<file path="config.mk">
export PLATFORM = sky130hd
export DESIGN_NAME = instr_fetch_buffer
export DESIGN_NICKNAME = d
export VERILOG_FILES = /design/src/rtl/instr_fetch_buffer.sv
export SDC_FILE = /design/constraint.sdc
export NUM_CORES = 1
export LEC_CHECK = 0
export ABC_AREA = 0
export ABC_CLOCK_PERIOD_IN_PS = 2800
export BUFFER_PORTS_ARGS = -buffer_cell sky130_fd_sc_hd__buf_4
export CELL_PAD_IN_SITES_DETAIL_PLACEMENT = 0
export CELL_PAD_IN_SITES_GLOBAL_PLACEMENT = 1
export CORE_UTILIZATION = 48
export CTS_CLUSTER_DIAMETER = 150
export DETAILED_ROUTE_END_ITERATION = 8
export PLACE_DENSITY = 0.81
export SLEW_MARGIN = 10
export SYNTH_ARGS = -nofsm -noshare
export SYNTH_HDL_FRONTEND = slang
export SYNTH_SLANG_ARGS = --single-unit
</file>
<file path="constraint.sdc">
create_clock -name clk -period 2.8 [get_ports clk]
set_input_delay 0.28 -clock clk [delete_from_list [all_inputs] [get_ports clk]]
set_output_delay 0.28 -clock clk [all_outputs]
set_load 0.01 [all_outputs]
</file>
<file path="src/rtl/instr_fetch_buffer.sv">
`default_nettype none
// ============================================================================
// Module   : instr_fetch_buffer
// Purpose  : DEPTH-entry instruction FIFO with RV32I opcode legality tagging
//            and accepted / illegal instruction statistics counters.
// Revision : 1.0 - initial release
// ============================================================================
module instr_fetch_buffer #(
    parameter int DEPTH = 4,
    parameter int CNT_W = 16
) (
    input  logic                     clk,
    input  logic                     rst,
    input  logic                     in_valid,
    output logic                     in_ready,
    input  logic [31:0]              instr,
    input  logic                     flush,
    output logic                     out_valid,
    input  logic                     out_ready,
    output logic [31:0]              out_instr,
    output logic                     out_illegal,
    output logic [$clog2(DEPTH):0]   count,
    output logic [CNT_W-1:0]         accepted_cnt,
    output logic [CNT_W-1:0]         illegal_cnt
);

    localparam int PTR_W = $clog2(DEPTH);
    localparam int CW    = PTR_W + 1;
    localparam logic [CW-1:0]    c_DEPTH   = CW'(DEPTH);
    localparam logic [CNT_W-1:0] c_CNT_MAX = '1;

    // Each entry holds {illegal, instr}
    logic [32:0]      r_mem [DEPTH];
    logic [PTR_W-1:0] r_wr_ptr;
    logic [PTR_W-1:0] r_rd_ptr;
    logic [CW-1:0]    r_count;
    logic [CNT_W-1:0] r_accepted_cnt;
    logic [CNT_W-1:0] r_illegal_cnt;

    logic w_opcode_ok;
    logic w_illegal;
    logic w_push;
    logic w_pop;

    always_comb begin
        w_opcode_ok = 1'b0;
        case (instr[6:0])
            7'b0110011, 7'b0010011, 7'b0000011, 7'b0100011,
            7'b1100011, 7'b1101111, 7'b1100111, 7'b0110111,
            7'b0010111, 7'b1110011, 7'b0001111: w_opcode_ok = 1'b1;
            default:                            w_opcode_ok = 1'b0;
        endcase
        w_illegal = !((instr[1:0] == 2'b11) && w_opcode_ok);
    end

    assign in_ready    = (r_count < c_DEPTH) && !flush;
    assign out_valid   = (r_count != '0);
    assign w_push      = in_valid && in_ready;
    // A pop coinciding with flush is swallowed by the flush itself
    assign w_pop       = out_valid && out_ready && !flush;

    assign out_instr    = r_mem[r_rd_ptr][31:0];
    assign out_illegal  = r_mem[r_rd_ptr][32];
    assign count        = r_count;
    assign accepted_cnt = r_accepted_cnt;
    assign illegal_cnt  = r_illegal_cnt;

    // Storage is deliberately left out of reset
    always_ff @(posedge clk) begin
        if (w_push) begin
            r_mem[r_wr_ptr] <= {w_illegal, instr};
        end
    end

    always_ff @(posedge clk or posedge rst) begin
        if (rst) begin
            r_wr_ptr <= '0;
            r_rd_ptr <= '0;
            r_count  <= '0;
        end else if (flush) begin
            r_wr_ptr <= '0;
            r_rd_ptr <= '0;
            r_count  <= '0;
        end else begin
            if (w_push) begin
                r_wr_ptr <= r_wr_ptr + PTR_W'(1);
            end
            if (w_pop) begin
                r_rd_ptr <= r_rd_ptr + PTR_W'(1);
            end
            case ({w_push, w_pop})
                2'b10:   r_count <= r_count + CW'(1);
                2'b01:   r_count <= r_count - CW'(1);
                default: r_count <= r_count;
            endcase
        end
    end

    always_ff @(posedge clk or posedge rst) begin
        if (rst) begin
            r_accepted_cnt <= '0;
            r_illegal_cnt  <= '0;
        end else if (w_push) begin
            r_accepted_cnt <= r_accepted_cnt + CNT_W'(1);
            if (w_illegal && (r_illegal_cnt != c_CNT_MAX)) begin
                r_illegal_cnt <= r_illegal_cnt + CNT_W'(1);
            end
        end
    end

endmodule
`default_nettype wire

</file>
---- Word level (Yosys, flattened, before mapping) ----
Memories as Yosys holds them, arrays and structs flattened.
Index checks and enable logic that the tools add are counted.
operators by class
  reductions and logical operators ........ 14
  multiplexer cells ....................... 9
  order comparisons ....................... 1
  eq/ne operators ......................... 15
  add/sub/neg operators ................... 6
operator list
  cell                                                                count
  16-bit by 1-bit adder with 16-bit output, second input constant     2
  7-bit == test, second input constant                                4
  7-bit by 6-bit == test with 1-bit output, second input constant     3
  16-bit inequality test, second input constant                       1
  7-bit by 5-bit == test with 1-bit output, second input constant     2
  11-bit OR reduction                                                 1
  2-bit two-way mux                                                   4
  7-bit by 2-bit == test with 1-bit output, second input constant     1
  7-bit by 4-bit == test with 1-bit output, second input constant     1
  1-bit logical AND                                                   6
  3-bit case mux with 2 select lines                                  1
  3-bit nonzero test                                                  2
  2-bit by 1-bit adder with 2-bit output, second input constant       2
  2-bit == test, second input constant                                2
  2-bit nonzero test                                                  2
  3-bit by 1-bit adder with 3-bit output, second input constant       1
  3-bit < comparator, second input constant                           1
  1-bit two-way mux                                                   3
  3-bit two-way mux                                                   1
  3-bit by 1-bit subtractor with 3-bit output, second input constant  1
  2-bit by 1-bit == test with 1-bit output, second input constant     1
  1-bit logical NOT                                                   2
  2-bit AND reduction                                                 1
storage, ports and cells
  bits in registers ....................... 39
  memories kept ........................... 1
  logic and storage cells ................. 51
  input port bits ......................... 37
  memory bits (writable) .................. 132
memory list
  name   depth  bits a word  read ports  clocked after Yosys merged registers in  wr ports  RTL line  source
  r_mem  4      33           1           0                                        1         33        logic [32:0] r_mem [DEPTH];

---- Depth between registers and ports, before layout ----
  depth in word-level cells ............... 7
  mapped depth ............................ 8
  mapped depth without buffers ............ 7

---- Worst setup path after synthesis ----
Ideal clock, no wire load.
  path kind ............................... register -> register
  from .................................... register r_count[2] (netlist: count[2])
  to ...................................... memory r_mem[0][0] (enable)
  arrival ................................. 1.973 ns
  stages on the path, launching flop included .. 4
  data required time ...................... 2.407 ns
  setup time .............................. 0.393 ns
  setup slack ............................. 0.434 ns
  period minus slack after synthesis ...... 2.366 ns
  cell sequence ........................... dfrtp_1 nor3b_4 clkbuf_1 and2_1
between the ends
  word-level cells in the longest chain between the ends .. 5
ends and longest elaborated chain
  what                                     RTL line  source
  from (decl)                              36        logic [CW-1:0] r_count;
  from (signal assigned)                   92        2'b10: r_count <= r_count + CW'(1);
  from (signal assigned)                   93        2'b01: r_count <= r_count - CW'(1);
  from (signal assigned)                   94        default: r_count <= r_count;
  3-bit < comparator                       56        assign in_ready = (r_count < c_DEPTH) && !flush;
  1-bit logical AND                        56
  1-bit logical AND                        58        assign w_push = in_valid && in_ready;
  1-bit two-way mux                        70        if (w_push) begin
  1-bit two-way mux (not written as such)  71        r_mem[r_wr_ptr] <= {w_illegal, instr};
  to (decl)                                33
No other way between the ends.

---- Final worst setup path ----
  from .................................... register r_count[2] (netlist: count[2])
  to ...................................... register r_count[2] (netlist: count[2])
between the ends
  word-level cells in the longest chain between the ends .. 6
ends and longest elaborated chain
  what                                                                              RTL line  source
  3-bit < comparator / 3-bit nonzero test (equally long branches)                   56, 57
  1-bit logical AND (on tied branches)                                              56, 60
  1-bit logical AND (on tied branches)                                              58, 60
  2-bit by 1-bit == test with 1-bit output / 2-bit == test (equally long branches)  91        case ({w_push, w_pop})
  3-bit case mux with 2 select lines                                                91
  3-bit two-way mux                                                                 80        end else if (flush) begin
Parallel ways exist; a longest one is shown, timed or not.
A chain may end at the register's enable or synchronous reset.

==> results.txt <==
Ports -> 107
syn nets -> 400
die height -> 121 um
Fin Hold WS -> 22.4 ps
share of cells above drive strength 1 -> 42.2%
Max transition margin -> 45.7%
PortBufs -> 106
Worst Tran Pin Value -> 813 ps
die width -> 121 um
die area -> 0.0147 mm2
Detailed Place HPWL -> 7970 um
CP Data Required Time -> 3100 ps
drt pass-1 iters -> 4
Num CTS Buffers -> 17
final-stage net count -> 524
core region area -> 0.0139 mm2
GRT overflow -> 0
pin count of the biggest net entering global routing -> 34
CTS Sinks -> 171
Final Hold Vio Count -> 0
period utilization -> 82.3%
Synth Area in Compound Gates -> 1.14%
post-CTS setup buffers -> 0
Pwr Total -> 7410 uW
Critical Setup Path Class -> reg -> reg
worst-skew pair later-pin latency -> 420 ps
first-pass GRT wire length -> 19700 um
Mapped Avg Cell Area -> 19.1 um2
Post-Synth Simple-Gate Area -> 7.53%
met1 WL -> 5320 um
Starting Density -> 49.1%
Synth Area in XOR/XNOR -> 4.50%
ANT cells -> 0
iteration-0 DRC count of the detailed router -> 286
Worst Setup Start Kind -> register
Yosys cell types -> 43
largest family of logic cells by synthesized area -> multiplexers
run status -> finished clean
VDD IR max -> 0.584 mV
Critical Path End Type -> register
drt drc -> 0
Peak Freq -> 434 MHz
FF+latch count, synth -> 171
Leak Pwr -> 0.00322 uW
Tmin final -> 2300 ps
Area growth, synth to finish -> 25.5%
Post-CTS Resized -> 0
Sum Neg Setup Slack -> 0 ps
mux contribution to synthesized area -> 11.4%
Synth Warn # -> 0
GP Congestion -> 0.721
pwr/cell area -> 867 mW/mm2
unrepaired setup endpoints after global routing -> false
post-route ant nets -> 0
type of the most critical hold path -> in -> async
post-synthesis sequential area ratio -> 72.5%
max-slew violation count -> 0
TritonCTS clock tree -> yes
Arrival @ worst endpoint -> 2600 ps
vias per cell -> 5.28
DR WL met3 -> 815 um
row count -> 43
CTS H-Tree Depth -> 4
Bufs on Longest Clock Path -> 2
CTS Hold Bufs -> 0
antenna violations before repair -> 0
vias post-DR -> 3553
top routing layer in use -> met4
Clk pin slew, worst setup/hold paths -> 60 ps
met2 WL -> 6150 um
adder-cell share of the synthesized area -> 1.40%
All-Layer GR Usage -> 18.5%
WL per Instance -> 18.4 um
R2R depth -> 7
clk_skew -> 9.02 ps
max-cap violations -> 0
Root Buffer -> clkbuf_16
final setup vio count -> 0
vias in the first global route -> 3694
Routed Wire Length -> 12400 um
Cell Area, Synth -> 0.00681 mm2
CP max FO -> 8
cells after synthesis -> 356
==> placed cells by master (no fill, tap or decap), types with 2 or more instances in the layout <==
| cell type | netlist | routed |
|---|---|---|
| and2_2 | 0 | 4 |
| and3_1 | 4 | 4 |
| buf_12 | 0 | 5 |
| buf_4 | 0 | 112 |
| bufinv_16 | 0 | 4 |
| clkbuf_16 | 0 | 17 |
| clkinv_4 | 0 | 2 |
| clkinvlp_4 | 0 | 2 |
| dfrtp_1 | 39 | 38 |
| edfxtp_1 | 132 | 132 |
| ha_1 | 6 | 6 |
| inv_1 | 7 | 7 |
| inv_6 | 0 | 3 |
| inv_8 | 0 | 2 |
| mux4_2 | 33 | 33 |
| nand2_1 | 17 | 17 |
| nand3_1 | 8 | 8 |
| nand4_1 | 6 | 6 |
| nor2_1 | 15 | 15 |
| nor2b_1 | 2 | 2 |
| nor3_2 | 8 | 8 |
| nor3b_4 | 2 | 2 |
| nor4_1 | 3 | 3 |
| or3_1 | 2 | 2 |
| xnor2_1 | 15 | 15 |
| xor2_1 | 20 | 20 |
==> area by class of cell <==
type	instances	area (um2)
clock buffer	17	425
clock inverter	15	211
fill	1023	5330
inverter	7	26.3
multi-input combinational	166	1780
sequential	171	4940
tap	180	225
timing repair buffer	117	941
==> path summary, 6_finish.rpt <==
kind                                                 to  slack (ps)                    startpoint
max                                count[2]$_DFFE_PP0P_         500          count[2]$_DFFE_PP0P_
max in group asynchronous   accepted_cnt[2]$_DFFE_PP0P_        2010                           rst
min                          illegal_cnt[1]$_DFFE_PP0P_          20                           rst
min in group clk                  r_mem[2][7]$_DFFE_PP_          60                      instr[7]
max reg2reg                        count[2]$_DFFE_PP0P_         500          count[2]$_DFFE_PP0P_
min reg2reg                accepted_cnt[15]$_DFFE_PP0P_         470  accepted_cnt[15]$_DFFE_PP0P_
==> cell families (layout without fill, tap and decap cells) <==
logic type	after synthesis	after routing
compound gates	7	7
buf+inv	19	156
fa+ha+maj	7	7
mux	36	36
simple gates	81	81
flops	171	171
xor+xnor	35	35
==> critical path, stage by stage, from the launching register on <==
cell and delay, ps:
dfrtp_1 480, or3_1 400, nand2_1 220, nor3_1 90, fa_1 420, a21o_1 200, a221oi_1 300, nor2_1 70
==> state kept, by name, indices dropped and copies added, names as in the netlist <==
signal        count
r_mem           132
r_wr_ptr          2
r_rd_ptr          2
illegal_cnt      16
count             3
accepted_cnt     16
==> through the flow <==
step	utilization, %	cell area, um2	std cells	setup WS [ps]
2_1_floorplan	-	6810	356	434
3_3_place_gp	57.0	7910	641	639
3_5_place_dp	57.0	7910	641	589
4_1_cts	61.6	8550	673	463
5_1_grt	61.6	8550	673	328
6_report	61.6	8550	673	495
==> power breakdown <==
part	switching (uW)	internal [uW]	leakage, uW	total (uW)
Sequential	217	2990	0.00170	3210
Clock	980	1510	0.000304	2490
Combinational	776	929	0.00122	1710
==> cells in the mapped netlist, drive strengths merged <==
cell | number | area share (%)
nand3 | 8 | 0.59
mux4 | 33 | 11
inv | 7 | 0.39
mux2i | 1 | 0.15
nand3b | 1 | 0.11
o31ai | 2 | 0.42
nor3 | 9 | 1.2
and4 | 2 | 0.29
nor2b | 2 | 0.18
fa | 1 | 0.29
o211ai | 1 | 0.11
or2 | 1 | 0.13
a21o | 1 | 0.11
nand4 | 6 | 0.55
and2 | 4 | 0.37
nor4b | 1 | 0.22
nand2 | 17 | 0.94
nor3b | 3 | 0.73
a21oi | 1 | 0.24
xnor2 | 15 | 1.9
edfxtp | 132 | 58
and3 | 5 | 0.53
dfrtp | 39 | 14
o31a | 1 | 0.13
mux2 | 2 | 0.39
nor4 | 4 | 0.46
a221oi | 1 | 0.13
clkbuf | 4 | 0.22
buf | 8 | 0.85
ha | 6 | 1.1
or3 | 3 | 0.35
nor2 | 15 | 0.83
xor2 | 20 | 2.6
==> routing by layer <==
metal,vias up,global-route usage (%)
met2,103,29.8
met1,1809,23.5
li1,1630,-
met4,0,6.64
met5,-,0
met3,11,6.11
Note: power is estimated with default switching activity, not from simulation.
